==> config.mk <==
export PLATFORM = sky130hd
export DESIGN_NAME = if_fetch_unit
export DESIGN_NICKNAME = d
export VERILOG_FILES = /design/src/rtl/if_fetch_unit_pkg.sv /design/src/rtl/if_hold_buffer.sv /design/src/rtl/if_fetch_unit.sv
export SDC_FILE = /design/constraint.sdc
export NUM_CORES = 1
export LEC_CHECK = 0
export BUFFER_PORTS_ARGS = -buffer_cell sky130_fd_sc_hd__buf_2
export CORE_ASPECT_RATIO = 1.1
export CORE_UTILIZATION = 50
export DETAILED_ROUTE_END_ITERATION = 8
export HOLD_SLACK_MARGIN = 0.06
export PLACE_DENSITY = 0.83
export RECOVER_POWER = 50
export SLEW_MARGIN = 20
export SYNTH_ARGS = -nofsm -noshare
export SYNTH_HDL_FRONTEND = slang
export SYNTH_SLANG_ARGS = --single-unit
==> constraint.sdc <==
create_clock -name clk -period 8 [get_ports clk]
set_clock_uncertainty 0.2 [all_clocks]
set_input_delay 1.6 -clock clk [delete_from_list [all_inputs] [get_ports clk]]
set_output_delay 1.6 -clock clk [all_outputs]
set_load 0.01 [all_outputs]
==> src/rtl/if_fetch_unit_pkg.sv <==
`default_nettype none
// +--------------------------------------------------------------------+
// | if_fetch_unit_pkg : shared fetch-stage constants and state enum     |
// | Revision: 1.0                                                      |
// +--------------------------------------------------------------------+
package if_fetch_unit_pkg;

  localparam logic [31:0] C_RESET_PC = 32'h0000_0000;
  localparam int          C_ADDR_W   = 30;
  localparam logic [31:0] C_NOP      = 32'h0000_0000;

  typedef enum logic [1:0] {
    ST_FETCH      = 2'd0,
    ST_MISS       = 2'd1,
    ST_FLUSH_MISS = 2'd2,
    ST_HOLD       = 2'd3
  } fetch_state_e;

endpackage
`default_nettype wire

==> src/rtl/if_hold_buffer.sv <==
`default_nettype none
// +--------------------------------------------------------------------+
// | if_hold_buffer : 1-entry skid register for {valid, inst, pc+4}     |
// | Revision: 1.0                                                      |
// +--------------------------------------------------------------------+
module if_hold_buffer
  import if_fetch_unit_pkg::*;
(
  input  logic        clk,
  input  logic        rst,
  input  logic        i_load,
  input  logic        i_clear,
  input  logic        i_invalidate,
  input  logic [31:0] i_inst,
  input  logic [31:0] i_pc_plus_4,
  output logic        o_valid,
  output logic [31:0] o_inst,
  output logic [31:0] o_pc_plus_4
);

  logic        valid_q, valid_d;
  logic [31:0] inst_q, inst_d;
  logic [31:0] pc4_q, pc4_d;

  always_comb begin
    valid_d = valid_q;
    inst_d  = inst_q;
    pc4_d   = pc4_q;
    if (i_clear) begin
      valid_d = 1'b0;
      inst_d  = C_NOP;
      pc4_d   = 32'h0;
    end else if (i_load) begin
      valid_d = 1'b1;
      inst_d  = i_inst;
      pc4_d   = i_pc_plus_4;
    end else if (i_invalidate) begin
      valid_d = 1'b0;
    end
  end

  always_ff @(posedge clk) begin
    if (rst) begin
      valid_q <= 1'b0;
      inst_q  <= C_NOP;
      pc4_q   <= 32'h0;
    end else begin
      valid_q <= valid_d;
      inst_q  <= inst_d;
      pc4_q   <= pc4_d;
    end
  end

  assign o_valid     = valid_q;
  assign o_inst      = inst_q;
  assign o_pc_plus_4 = pc4_q;

endmodule
`default_nettype wire

==> src/rtl/if_fetch_unit.sv <==
`default_nettype none
// +--------------------------------------------------------------------+
// | if_fetch_unit : PC owner and icache handshake feeding IF/ID        |
// | Revision: 1.0                                                      |
// +--------------------------------------------------------------------+
module if_fetch_unit
  import if_fetch_unit_pkg::*;
#(
  parameter logic [31:0] RESET_PC = C_RESET_PC,
  parameter int          ADDR_W   = C_ADDR_W
) (
  input  logic              clk,
  input  logic              rst,
  output logic              icache_read,
  output logic [ADDR_W-1:0] icache_addr,
  input  logic [31:0]       icache_rdata,
  input  logic              icache_stall,
  input  logic              id_stall,
  input  logic              branch_taken,
  input  logic [31:0]       branch_target,
  output logic [31:0]       inst_out,
  output logic [31:0]       pc_plus_4_out,
  output logic              fetch_stall
);

  fetch_state_e state_q, state_d;
  logic [31:0]  pc_q, pc_d;
  logic [31:0]  target_q, target_d;

  logic [31:0]  w_pc_plus_4;
  logic [31:0]  w_branch_pc;
  logic         w_unused;
  logic         w_read, w_stall;
  logic [31:0]  w_inst, w_pc4;
  logic         w_hold_load, w_hold_clear, w_hold_inval;
  logic         w_hold_valid;
  logic [31:0]  w_hold_inst, w_hold_pc4;

  assign w_pc_plus_4 = pc_q + 32'd4;
  assign w_branch_pc = {branch_target[31:2], 2'b00};
  assign w_unused    = ^branch_target[1:0];

  if_hold_buffer u_hold (
    .clk          (clk),
    .rst          (rst),
    .i_load       (w_hold_load),
    .i_clear      (w_hold_clear),
    .i_invalidate (w_hold_inval),
    .i_inst       (icache_rdata),
    .i_pc_plus_4  (w_pc_plus_4),
    .o_valid      (w_hold_valid),
    .o_inst       (w_hold_inst),
    .o_pc_plus_4  (w_hold_pc4)
  );

  always_comb begin
    state_d      = state_q;
    pc_d         = pc_q;
    target_d     = target_q;
    w_read       = 1'b1;
    w_stall      = 1'b0;
    w_inst       = C_NOP;
    w_pc4        = 32'h0;
    w_hold_load  = 1'b0;
    w_hold_clear = 1'b0;
    w_hold_inval = 1'b0;
    case (state_q)
      ST_FETCH, ST_MISS: begin
        w_stall = icache_stall;
        if (branch_taken) begin
          // A redirect during an outstanding miss must wait for the cache
          if (state_q == ST_MISS) begin
            target_d = w_branch_pc;
            state_d  = ST_FLUSH_MISS;
          end else begin
            pc_d         = w_branch_pc;
            w_hold_clear = 1'b1;
          end
        end else if (icache_stall) begin
          state_d = ST_MISS;
        end else begin
          pc_d    = w_pc_plus_4;
          state_d = ST_FETCH;
          if (id_stall) begin
            w_hold_load = 1'b1;
            state_d     = ST_HOLD;
          end else begin
            w_inst = icache_rdata;
            w_pc4  = w_pc_plus_4;
          end
        end
      end
      ST_FLUSH_MISS: begin
        w_stall = icache_stall;
        if (branch_taken) begin
          target_d = w_branch_pc;
        end
        if (!icache_stall) begin
          pc_d    = branch_taken ? w_branch_pc : target_q;
          state_d = ST_FETCH;
        end
      end
      ST_HOLD: begin
        w_read = 1'b0;
        if (branch_taken) begin
          pc_d         = w_branch_pc;
          w_hold_clear = 1'b1;
          state_d      = ST_FETCH;
        end else begin
          w_inst = w_hold_valid ? w_hold_inst : C_NOP;
          w_pc4  = w_hold_valid ? w_hold_pc4 : 32'h0;
          if (!id_stall) begin
            w_hold_inval = 1'b1;
            state_d      = ST_FETCH;
          end
        end
      end
      default: state_d = ST_FETCH;
    endcase
  end

  always_ff @(posedge clk) begin
    if (rst) begin
      state_q  <= ST_FETCH;
      pc_q     <= RESET_PC;
      target_q <= 32'h0;
    end else begin
      state_q  <= state_d;
      pc_q     <= pc_d;
      target_q <= target_d;
    end
  end

  assign icache_addr   = pc_q[ADDR_W+1:2];
  assign icache_read   = rst ? 1'b0 : w_read;
  assign inst_out      = rst ? C_NOP : w_inst;
  assign pc_plus_4_out = rst ? 32'h0 : w_pc4;
  assign fetch_stall   = rst ? 1'b0 : w_stall;

endmodule
`default_nettype wire

* Yosys cells after proc, flatten, opt, wreduce, memory -nomap -nowiden
Index checks and enable logic that the tools add are counted.
** Word-level totals
- Bits in registers :: 131
- Bits of input ports :: 69
- Output and inout port bits :: 96
- Logic and storage cells :: 76
** Operators by class
- Add/subtract/negate cells :: 1
- Equality and inequality tests :: 11
- Muxes and demuxes :: 49
- Reduce and logical (&&, ||, !) cells :: 9
** Operators by type and width (count)
- $mux 32 :: 20
- $pmux 32 s2 :: 3
- $pmux 32 s3 :: 1
- $add 32x3->32 const B :: 1
- $mux 1 :: 16
- $mux 2 :: 7
- $ne 3x3->1 const B :: 4
- $ne 2x2->1 const B :: 4
- $pmux 2 s3 :: 1
- $reduce_and 3->1 :: 2
- $eq 2x2->1 const B :: 2
- $reduce_and 4->1 :: 1
- $reduce_bool 2->1 :: 2
- $reduce_or 2->1 :: 2
- $reduce_or 3->1 :: 1
- $eq 2x1->1 const B :: 1
- $logic_not 2->1 :: 1
- $pmux 1 s2 :: 1

* Longest topological paths before layout
Gate-level depths: netlist of run 1.
- Word-level depth :: 6
- Mapped depth :: 9
- Mapped depth without buffers :: 7

* By module
From an unflattened synthesis of run 1, not the netlist that was laid out.
** Second synthesis, totals
- Cells, all modules :: 923
- Area total of the unflattened synthesis :: 7442.1 um2
** Modules (own cells, without submodules)
- if_fetch_unit :: instances 1, cells an instance 712, area an instance 5123.7 um2, sequential area each 1321.3 um2
- if_hold_buffer :: instances 1, cells an instance 211, area an instance 2318.5 um2, sequential area each 1301.2 um2

* Least setup slack after synthesis of run 1
Ideal clock, no wire load.
- Path kind :: input to output
- Start point :: input branch_taken
- End point :: output pc_plus_4_out[10]
- Arrival :: 2.869 ns
- Setup slack :: 3.331 ns
- Stages on the path :: 7
- Cells stage by stage :: clkbuf_1 -> nor2b_1 -> and2_1 -> clkbuf_1 -> clkbuf_1 -> a22oi_1 -> nor2_1
** Between the ends
- Word-level cells in the longest chain between the ends :: 3
** RTL lines
- start: declaration :: RTL line if_fetch_unit.sv:19 : input logic branch_taken,
- $mux 32, on equally long branches :: RTL line if_fetch_unit.sv:105, if_fetch_unit.sv:70
- $pmux 32 s2 (*) :: RTL line if_fetch_unit.sv:67 : case (state_q)
- $mux 32 (*) :: RTL line if_fetch_unit.sv:137 : assign pc_plus_4_out = rst ? 32'h0 : w_pc4;
- end: declaration :: RTL line if_fetch_unit.sv:22 : output logic [31:0] pc_plus_4_out,
Every way passes the cells marked *; elsewhere a longest branch is shown, timed or not.

* Worst setup path in the final report of run 1
- Start point :: input branch_taken
- End point :: output pc_plus_4_out[7]
The elaborated chain is that of the path after synthesis.

==> metrics.log, run 1 <==
[metrics] list of most frequent post-synthesis cells: sky130_fd_sc_hd__nand2_1 (178), sky130_fd_sc_hd__dfxtp_1 (131), sky130_fd_sc_hd__nor2_1 (112)
[metrics] required time of the critical path: 6.20 ns
[metrics] flip-flop and latch count after synthesis: 131
[metrics] Main synth FF type: sky130_fd_sc_hd__dfxtp_1
[metrics] detailed-route vias per instance: 5.87
[metrics] boundary pin count: 165
[metrics] peak clock frequency supported by timing: 180 MHz
[metrics] Critical path buffers and inverters: 3
[metrics] Seq/Total Area, Yosys: 36.3%
[metrics] power density over the cells: 239 mW/mm^2
[metrics] total wire length: a little over 20000 um
[metrics] number of optimization iterations in the first detailed-route pass: 6
[metrics] Post-Synthesis Net Count: 1044
[metrics] DIE HEIGHT: 128 um
[metrics] clock-pin slew on the worst setup and hold paths: 0.06 ns
[metrics] CORE AREA: about 0.014 mm^2
[metrics] total via count after detailed routing: 7294
[metrics] CP max FO: 43
[metrics] signal arrival time at the worst endpoint: 3.74 ns
[metrics] leakage component of the power: roughly 3.0 nW
[metrics] max capacitance violation total: 2
[metrics] clock root cell: sky130_fd_sc_hd__clkbuf_16
[metrics] clock latency reported for the late side of the worst-skew pair: 0.42 ns
[metrics] Distinct cells, synth: 66
[metrics] P&R area growth vs syn: 16.2%
[metrics] Die W: 117 um
[metrics] Hold Violations, Final: 0
[metrics] vias in the first global route: 6218
[metrics] final core utilization: 60.1%
[metrics] share of layout cells above drive strength 1: between 10% and 20%
[metrics] TritonCTS clock tree: done
[metrics] final critical delay including setup and external delays: around 5.5 ns
[metrics] gr ovfl total: 0
[metrics] leading cell type by number of instances after synthesis: sky130_fd_sc_hd__nand2_1
[metrics] DRT iter0 DRCs: 781
[metrics] worst slew margin relative to its limit: -100%
[metrics] post-route DRC violation count: 0
[metrics] main area contributors after synthesis: sky130_fd_sc_hd__dfxtp_1 (36%), sky130_fd_sc_hd__nand2_1 (9.3%), sky130_fd_sc_hd__a21oi_1 (6.4%)
[metrics] H-tree level count: 4
[metrics] outcome: finished, violations left
[metrics] number of gates resized after cts: 0
[metrics] violated checks: capacitance limit, slew limit
[metrics] average footprint of a synthesized cell: between 7 and 8 um^2
[metrics] cell type with the highest aggregate area in the netlist: sky130_fd_sc_hd__dfxtp_1
[metrics] antenna violations before repair: 0
[metrics] routed wirelength normalized by instance count: 16.3 um
[metrics] cell-by-cell listing of the critical path: clkbuf_1 > nor2b_1 > and2_1 > buf_4 > a22oi_1 > nor2_1 > buf_2
[metrics] maximum number of buffers from clock root to sink: 2
[metrics] CP Capture Type: output port
[metrics] type of the worst min-delay path: reg -> reg
[metrics] final antenna-violating net count: 0
[metrics] fraction of the cycle the final worst path needs: 69.3%
[metrics] worst slew pin tran: 3.01 ns
[metrics] largest stage delay on the critical path: 0.84 ns
[metrics] clock sinks: approximately 130
[metrics] number of antenna cells inserted: 0
[metrics] Die Area: 0.0149 mm^2
[metrics] number of buffers added to fix hold violations after cts: 0
[metrics] Post-synth ARST share: 0%
[metrics] global placement routability congestion: between 0.9 and 1
[metrics] Yosys warning total: 0
[metrics] PortBufs: 162
[metrics] count of buffers added by post-CTS timing repair for setup: 0
[metrics] maximum number of pins on one net before global-route repair: 81
[metrics] area share of the largest cell type after synthesis: 36.3%
[metrics] IR drop worst, VDD: 0.149 mV
[metrics] starting density of the core: approximately half
[metrics] count of flip-flops with a built-in enable after synthesis: 0
[metrics] setup TNS after final layout: 0 ns
[metrics] final setup violation count: 0
[metrics] startpoint types: input pin
[metrics] Critical-path top delay cell: sky130_fd_sc_hd__clkbuf_1
[metrics] max-slew violation total from the final report: 98
[metrics] RSZ-0062 raised after global routing: no
[metrics] number of buffers created by CTS: 17
[metrics] first-pass GRT wire length: 31200 um
[metrics] total routing usage reported by global routing: around a quarter
[metrics] sum of net half-perimeters after detailed placement: 13100 um
[metrics] kind of cell adding the most delay to the critical path: buffers and inverters
[metrics] number of nets in the layout: approximately 1.1k
[metrics] number of filler instances in the final layout: 1284
[metrics] Post-Synthesis Cell Area: roughly 0.0072 mm^2
[metrics] count of mapped cells out of synthesis: 970
[metrics] Critical Setup Path Class: in -> out
[metrics] num rows: 45
==> power breakdown <==
| part | leakage (nW) | internal [mW] | switching [mW] |
|---|---|---|---|
| registers | 1.07 | 0.707 | 0.0609 |
| clock network | 0.319 | 0.558 | 0.306 |
| logic | 1.64 | 0.129 | 0.249 |
==> sequential cells by signal, indices dropped and copies added (netlist names) <==
signal,count
pc_q,32
target_q,32
state_q,2
u_hold.o_valid,1
u_hold.o_pc_plus_4,32
u_hold.o_inst,32
==> per-stage QoR <==
stage | setup WS [ns] | area [um^2] | hold WS [ns] | power (mW) | instances
5_1_grt | 2.37 | 8390 | 0.269 | 2.09 | 1242
3_5_place_dp | 2.66 | 7780 | 0.246 | 1.15 | 1210
6_report | 2.46 | 8390 | 0.252 | 2.01 | 1242
2_1_floorplan | 3.33 | 7220 | 0.236 | 1.06 | 970
4_1_cts | 2.66 | 8440 | 0.254 | 2.01 | 1242
3_3_place_gp | 2.65 | 7770 | 0.241 | 1.14 | 1210
==> kinds of logic (layout without fill, tap and decap cells) <==
group,count (synthesis),in the layout,synth area share [%]
muxes,6,6,0.849
buffers and inverters,127,211,8.77
adders and majority gates,5,5,0.866
xor gates and xnor gates,28,28,3.40
DFF,131,131,36.3
and+or+nand+nor,390,390,24.9
AOI/OAI and AO/OA,283,283,24.9
==> worst reg2reg max path: stages (launching register included) <==
cell                       delay, ns
sky130_fd_sc_hd__dfxtp_1        0.39
sky130_fd_sc_hd__inv_1          0.08
sky130_fd_sc_hd__ha_1           0.38
sky130_fd_sc_hd__nor2b_1        0.16
sky130_fd_sc_hd__o21ai_0        0.11
sky130_fd_sc_hd__nand2b_2       0.09
sky130_fd_sc_hd__clkbuf_1       2.12
sky130_fd_sc_hd__nor3_1         0.19
==> layout by cell type, fill, tap and decap left out, drive strengths merged, types with 5 or more instances in the layout <==
master / instances
a211oi: 25
a21oi: 93
a222oi: 5
a22o: 6
a22oi: 54
and2: 8
and4: 5
buf: 138
bufinv: 5
clkbuf: 50
clkinv: 6
dfxtp: 131
ha: 5
inv: 12
mux2i: 5
nand2: 178
nand3: 15
nand4: 15
nor2: 112
nor3: 15
nor3b: 7
nor4: 8
o21ai: 56
o22ai: 5
xnor2: 22
xor2: 6
==> layout make-up <==
type	count	area (um^2)	area share [%]
clock inverters	14	225	2.68
clock buffers	18	429	5.11
well taps	188	235	2.80
repair buffers	170	828	9.87
inverters	9	33.8	0.403
flip-flops and latches	131	2620	31.2
multi-input cells	712	4020	47.9
==> final timing paths <==
kind	startpoint	to	slack [ns]	cells past startpoint
min reg2reg	u_hold.o_inst[1]	u_hold.o_inst[1]	0.25	2
max reg2reg	state_q[0]	u_hold.o_pc_plus_4[9]	4.03	7
min	u_hold.o_inst[1]	u_hold.o_inst[1]	0.25	2
max	branch_taken	pc_plus_4_out[7]	2.46	7
==> per-layer routing <==
metal / vias up / routed length [um] / GRT usage, %
met2: 337 / 9210 / 39.4
met4: 0 / 584 / 11.2
met3: 59 / 1630 / 5.53
met5: - / 0 / 0
met1: 3374 / 8770 / 36.9
li1: 3524 / - / -
No activity file was read; power rests on OpenSTA's default activity.
==> run 2: changes to the inputs <==
--- a/config.mk
+++ b/config.mk
@@ -7,10 +7,10 @@
 export LEC_CHECK = 0
 export BUFFER_PORTS_ARGS = -buffer_cell sky130_fd_sc_hd__buf_2
 export CORE_ASPECT_RATIO = 1.1
-export CORE_UTILIZATION = 50
+export CORE_UTILIZATION = 49
 export DETAILED_ROUTE_END_ITERATION = 8
 export HOLD_SLACK_MARGIN = 0.06
-export PLACE_DENSITY = 0.83
+export PLACE_DENSITY = 0.84
 export RECOVER_POWER = 50
 export SLEW_MARGIN = 20
 export SYNTH_ARGS = -nofsm -noshare
==> constraint.sdc (replaced) <==
create_clock -name clk -period 5.05 [get_ports clk]
set_clock_uncertainty 0.2 [all_clocks]
set_input_delay 1.01 -clock clk [delete_from_list [all_inputs] [get_ports clk]]
set_output_delay 1.01 -clock clk [all_outputs]
set_load 0.01 [all_outputs]
==> run 2 against run 1 <==
- the run still ends with capacitance limit, slew limit left
- worst hold slack got worse by 0.0012 ns
- largest power group unchanged
- sequential cell count stayed put
- total power is 52% higher
- die area increased by 2.0%
- critical endpoint is now pc_plus_4_out[26]
==> metrics.log, run 2 (same netlist as run 1, synthesis figures left out) <==
[metrics] starting density of the core: 50.2%
[metrics] P&R area growth vs syn: 15.8%
[metrics] number of filler instances in the final layout: 1339
[metrics] worst slew pin tran: 1.84 ns
[metrics] number of nets in the layout: 1119
[metrics] peak clock frequency supported by timing: 226 MHz
[metrics] Hold Violations, Final: 0
[metrics] sum of net half-perimeters after detailed placement: around 14000 um
[metrics] required time of the critical path: 3.84 ns
[metrics] boundary pin count: 165
[metrics] post-route DRC violation count: 0
[metrics] num rows: 46
[metrics] most frequent cells in the layout: sky130_fd_sc_hd__nand2_1 (178), sky130_fd_sc_hd__buf_2 (131), sky130_fd_sc_hd__dfxtp_1 (131), sky130_fd_sc_hd__nor2_1 (112), sky130_fd_sc_hd__a21oi_1 (93)
[metrics] maximum number of pins on one net before global-route repair: 73
[metrics] signal arrival time at the worst endpoint: 3.22 ns
[metrics] vias in the first global route: 6342
[metrics] worst slew margin relative to its limit: -22.3%
[metrics] CORE AREA: 0.0144 mm^2
[metrics] count of buffers added by post-CTS timing repair for setup: 0
[metrics] power density over the cells: 366 mW/mm^2
[metrics] Layout Cells excl Fill: 1250
[metrics] final core utilization: 58.1%
[metrics] Die W: 118 um
[metrics] Switching Power: 0.941 mW
[metrics] outcome: finished, violations left
[metrics] met2 Resource Use GR: 39.8%
[metrics] max capacitance violation total: 2
[metrics] beginning of the critical path: pc_q[2]
[metrics] gr ovfl total: 0
[metrics] final setup violation count: 0
[metrics] startpoint types: register
[metrics] DRT iter0 DRCs: a little over 800
[metrics] clock latency reported for the late side of the worst-skew pair: 0.43 ns
[metrics] area of all sequential standard cells: about 0.0026 mm^2
[metrics] Sw Share: 30.7%
[metrics] total wire length: 20500 um
[metrics] global routing met1 resource utilization: 34.8%
[metrics] final antenna-violating net count: 0
[metrics] number of antenna cells inserted: 0
[metrics] number of cells in the design after placement: 1218
[metrics] maximum number of buffers from clock root to sink: 2
[metrics] clock root cell: sky130_fd_sc_hd__clkbuf_16
[metrics] detailed-route vias per instance: between 5 and 6
[metrics] share of layout cells above drive strength 1: a little under a fifth
[metrics] PortBufs: 162
[metrics] violated checks: capacitance limit, slew limit
[metrics] total via count after detailed routing: 7417
[metrics] number of buffers created by CTS: 17
[metrics] max-slew violation total from the final report: 75
[metrics] number of optimization iterations in the first detailed-route pass: 5
[metrics] Int Pwr: 2.12 mW
[metrics] register share of total power: 39.7%
[metrics] setup TNS after final layout: 0 ns
[metrics] IR drop worst, VDD: 0.210 mV
[metrics] most common library cell in the layout ignoring fill and taps: sky130_fd_sc_hd__nand2_1
[metrics] CP max FO: 9
[metrics] number of gates resized after cts: 0
[metrics] clock-pin slew on the worst setup and hold paths: 0.06 ns
[metrics] startpoint of the lowest-slack hold path: u_hold.o_inst[30]
[metrics] TritonCTS clock tree: done
[metrics] fraction of the cycle the final worst path needs: 87.7%
[metrics] Critical Setup Path Class: reg -> out
[metrics] final critical delay including setup and external delays: 4.43 ns
[metrics] type of the worst min-delay path: reg -> reg
[metrics] H-tree level count: 4
[metrics] total routing usage reported by global routing: approximately a quarter
[metrics] area of the multi-input gates: about 0.004 mm^2
[metrics] most congested layer reported by global routing: met2
[metrics] worst flop-to-flop path startpoint: state_q[0]
[metrics] first-pass GRT wire length: 32000 um
[metrics] clock power share: 40.5%
[metrics] routed wirelength normalized by instance count: ~16 um
[metrics] global placement routability congestion: 0.910
[metrics] RSZ-0062 raised after global routing: no
[metrics] clock sinks: between 100 and 150
[metrics] Die Area: 0.0152 mm^2
[metrics] GR Util met3: ~5.5%
[metrics] antenna violations before repair: 0
[metrics] hold_ws: 0.251 ns
[metrics] number of buffers added to fix hold violations after cts: 0
[metrics] leakage component of the power: 3.02 nW
[metrics] DIE HEIGHT: between 100 and 150 um
[metrics] CP Capture Type: output port
[metrics] power share of the combinational group: 19.8%
[run 2: changes by cell type in the layout (fill, tap and decap cells not counted), sizes merged]
cell / before / now
clkinvlp: 0 / 2
inv: 12 / 9
bufinv: 5 / 2
buf: 138 / 140
clkbuf: 50 / 58
clkinv: 6 / 4
[run 2: path summary, 6_finish.rpt]
kind / end / slack [ns] / depth (start not counted)
worst max-delay path: pc_plus_4_out[26] / 0.62 / 8
worst min-delay path: u_hold.o_inst[30] / 0.25 / 2
worst max register to register: pc_q[28] / 1.35 / 6
worst min register to register: u_hold.o_inst[30] / 0.25 / 2
[run 2: worst max-delay path, cell delays in order (launching register included)]
cell and delay [ns]:
sky130_fd_sc_hd__dfxtp_1 0.31, sky130_fd_sc_hd__clkbuf_1 0.34, sky130_fd_sc_hd__ha_1 0.39, sky130_fd_sc_hd__nand4_1 0.31
sky130_fd_sc_hd__nor4_4 0.56, sky130_fd_sc_hd__nor3b_1 0.40, sky130_fd_sc_hd__xnor2_1 0.20, sky130_fd_sc_hd__o21ai_0 0.10
sky130_fd_sc_hd__buf_2 0.17
[run 2: final cells by class]
type | instances | area share [%]
Multi-Input combinational cell | 712 | 47.8
Sequential cell | 131 | 31.4
Timing Repair Buffer | 174 | 10.4
Clock buffer | 24 | 6.00
Tap cell | 192 | 2.87
Clock inverter | 8 | 1.18
Inverter | 9 | 0.404
[run 2: per-stage QoR]
stage               instance area [um^2]  setup slack [ns]  power [mW]
floorplan                           7220              1.56        1.67
global placement                    7820              1.21        1.82
detailed placement                  7820              1.17        1.84
CTS                                 8420             0.867        3.07
global route                        8360             0.468        3.18
finish                              8360             0.623        3.06
[run 2: per-layer routing]
layer,part of all wire (%),wire (um)
met1,43,8830
met2,46,9370
met3,7.7,1570
met4,3.5,723
met5,0,0
[run 2: power by group through the flow]
stage | Sequential, mW | Clock (mW) | Combinational [mW]
detailed placement | 1.23 | 0 | 0.604
global route | 1.22 | 1.29 | 0.665
floorplan | 1.20 | 0 | 0.476
finish | 1.21 | 1.24 | 0.608
global placement | 1.22 | 0 | 0.593
CTS | 1.21 | 1.25 | 0.609
==> run 3: changes to the inputs <==
--- a/config.mk
+++ b/config.mk
@@ -7,10 +7,11 @@
 export LEC_CHECK = 0
 export BUFFER_PORTS_ARGS = -buffer_cell sky130_fd_sc_hd__buf_2
 export CORE_ASPECT_RATIO = 1.1
-export CORE_UTILIZATION = 49
+export CORE_UTILIZATION = 50
+export CTS_BUF_LIST = sky130_fd_sc_hd__clkbuf_4
 export DETAILED_ROUTE_END_ITERATION = 8
 export HOLD_SLACK_MARGIN = 0.06
-export PLACE_DENSITY = 0.84
+export PLACE_DENSITY = 0.86
 export RECOVER_POWER = 50
 export SLEW_MARGIN = 20
 export SYNTH_ARGS = -nofsm -noshare
==> run 3 against run 2 <==
- the run still ends with capacitance limit, slew limit left
- design area is 3.6% lower
- combinational power decreased by 1%
- final cell count fell by 0.24%
- via count down 1.3%
- clock-buffer cell count decreased by 7
- non-clock buffer count did not move
- total power decreased by 16%
- worst setup slack worse by 0.042 ns
- sequential share of layout area up 1.2 points
- clock power is 38% lower
- critical path type unchanged
- largest power group is now sequential cells
==> metrics.log, run 3 (same netlist as run 1, synthesis figures left out) <==
[metrics] outcome: finished, violations left
[metrics] violated checks: capacitance limit, slew limit
[metrics] Die W: roughly 120 um
[metrics] fraction of the cycle the final worst path needs: 88.5%
[metrics] CP Capture Type: output port
[metrics] detailed-route vias per instance: 5.87
[metrics] RSZ-0062 raised after global routing: no
[metrics] total wire length: about 20000 um
[metrics] TritonCTS clock tree: done
[metrics] max-slew violation total from the final report: 77
[metrics] IR drop worst, VDD: 0.171 mV
[metrics] worst slew margin relative to its limit: -20.7%
[metrics] required time of the critical path: about 3.8 ns
[metrics] Hold Violations, Final: 0
[metrics] global placement routability congestion: 0.947
[metrics] CORE AREA: approximately 0.014 mm^2
[metrics] Critical path buffers and inverters: 1
[metrics] number of buffers created by CTS: 17
[metrics] clock latency reported for the late side of the worst-skew pair: 0.55 ns
[metrics] maximum number of buffers from clock root to sink: 2
[metrics] clock-pin slew on the worst setup and hold paths: 0.12 ns
[metrics] worst reg2reg setup slack: 1.41 ns
[metrics] number of nets in the layout: 1119
[metrics] startpoint types: register
[metrics] Critical-path top delay cell: sky130_fd_sc_hd__nor4_4
[metrics] final setup violation count: 0
[metrics] peak clock frequency supported by timing: 224 MHz
[metrics] gr ovfl total: 0
[metrics] max capacitance violation total: 2
[metrics] antenna violations before repair: 1
[metrics] final critical delay including setup and external delays: 4.47 ns
[metrics] most common library cell in the layout ignoring fill and taps: sky130_fd_sc_hd__nand2_1
[metrics] share of layout cells above drive strength 1: 18.2%
[metrics] leakage component of the power: between 2 and 3 nW
[metrics] boundary pin count: 165
[metrics] count of buffers added by post-CTS timing repair for setup: 0
[metrics] vias in the first global route: 6232
[metrics] routed wirelength normalized by instance count: 16.1 um
[metrics] total routing usage reported by global routing: a little over a quarter
[metrics] largest stage delay on the critical path: slightly below 0.6 ns
[metrics] maximum number of pins on one net before global-route repair: 73
[metrics] H-tree level count: 4
[metrics] number of cells in the design after placement: 1214
[metrics] sum of net half-perimeters after detailed placement: 13600 um
[metrics] starting density of the core: around half
[metrics] type of the worst min-delay path: reg -> reg
[metrics] number of optimization iterations in the first detailed-route pass: 6
[metrics] clock root cell: sky130_fd_sc_hd__clkbuf_4
[metrics] DIE HEIGHT: 128 um
[metrics] cell-by-cell listing of the critical path: ha_1 > nand4_1 > nor4_4 > nor3b_1 > xnor2_1 > o21ai_0 > buf_2
[metrics] Critical Setup Path Class: reg -> out
[metrics] first-pass GRT wire length: around 32000 um
[metrics] PortBufs: 162
[metrics] final core utilization: 57.7%
[metrics] Layout Cells excl Fill: 1247
[metrics] setup TNS after final layout: 0 ns
[metrics] power density over the cells: 321 mW/mm^2
[metrics] total via count after detailed routing: 7321
[metrics] most frequent cells in the layout: sky130_fd_sc_hd__nand2_1 (178), sky130_fd_sc_hd__buf_2 (131), sky130_fd_sc_hd__dfxtp_1 (131), sky130_fd_sc_hd__nor2_1 (112), sky130_fd_sc_hd__a21oi_1 (93)
[metrics] Die Area: 0.0149 mm^2
[metrics] signal arrival time at the worst endpoint: 3.26 ns
[metrics] worst slew pin tran: 1.81 ns
[metrics] post-route DRC violation count: 0
[metrics] kind of cell adding the most delay to the critical path: simple AND/OR/NAND/NOR gates
[metrics] P&R area growth vs syn: 11.7%
[metrics] num rows: 45
[metrics] CP max FO: 9
[metrics] DRT iter0 DRCs: 1019
[metrics] number of buffers added to fix hold violations after cts: 0
[metrics] final antenna-violating net count: 0
[metrics] clock sinks: 131
[metrics] number of gates resized after cts: 0
==> run 3: cell count changes in the layout (fill, tap and decap cells not counted), sizes merged <==
| cell | previous run | this run |
|---|---|---|
| diode | 0 | 1 |
| clkinv | 4 | 5 |
| inv | 9 | 13 |
| clkinvlp | 2 | 3 |
| clkbuf | 58 | 50 |
| bufinv | 2 | 3 |
| buf | 140 | 141 |
==> run 3: where the power goes <==
group | internal (mW) | total (mW) | leakage (nW) | switching, mW
registers | 1.12 | 1.22 | 1.07 | 0.0964
clock network | 0.348 | 0.771 | 0.158 | 0.423
logic | 0.209 | 0.601 | 1.66 | 0.392
==> run 3: final timing paths <==
kind	start	end	depth (start not counted)
hold / removal	u_hold.o_pc_plus_4[3]	u_hold.o_pc_plus_4[3]	2
setup / recovery	pc_q[2]	pc_plus_4_out[26]	7
hold reg to reg	u_hold.o_pc_plus_4[3]	u_hold.o_pc_plus_4[3]	2
setup reg to reg	state_q[0]	pc_q[28]	6
==> run 3: area by class of cell <==
class                      count  area [um^2]
fill                        1332         5900
multi-input combinational    712         4000
sequential                   131         2620
timing repair buffer         174          856
tap                          188          235
clock inverter                15          181
clock buffer                  17          128
inverter                       9         33.8
antenna                        1         2.50
==> run 3: layer usage <==
metal,GRT usage [%],vias to the layer above,routed length (um)
met5,0,-,0
met1,36.4,3383,8750
li1,-,3535,-
met4,13.0,0,747
met2,40.1,343,9070
met3,6.05,60,1550
==> run 3: worst min-delay path, stage by stage (launching register included) <==
cell and delay (ns):
sky130_fd_sc_hd__dfxtp_1 0.32, sky130_fd_sc_hd__nand2_1 0.05, sky130_fd_sc_hd__a21oi_1 0.05
==> run 3: metrics by stage <==
step	instance area [um^2]	power (mW)	setup slack [ns]	hold WS (ns)
floorplan	7220	1.67	1.56	0.236
global placement	7800	1.81	1.21	0.241
detailed placement	7800	1.83	1.19	0.246
CTS	8110	2.59	0.618	0.262
global route	8060	2.72	0.269	0.274
finish	8060	2.59	0.581	0.261
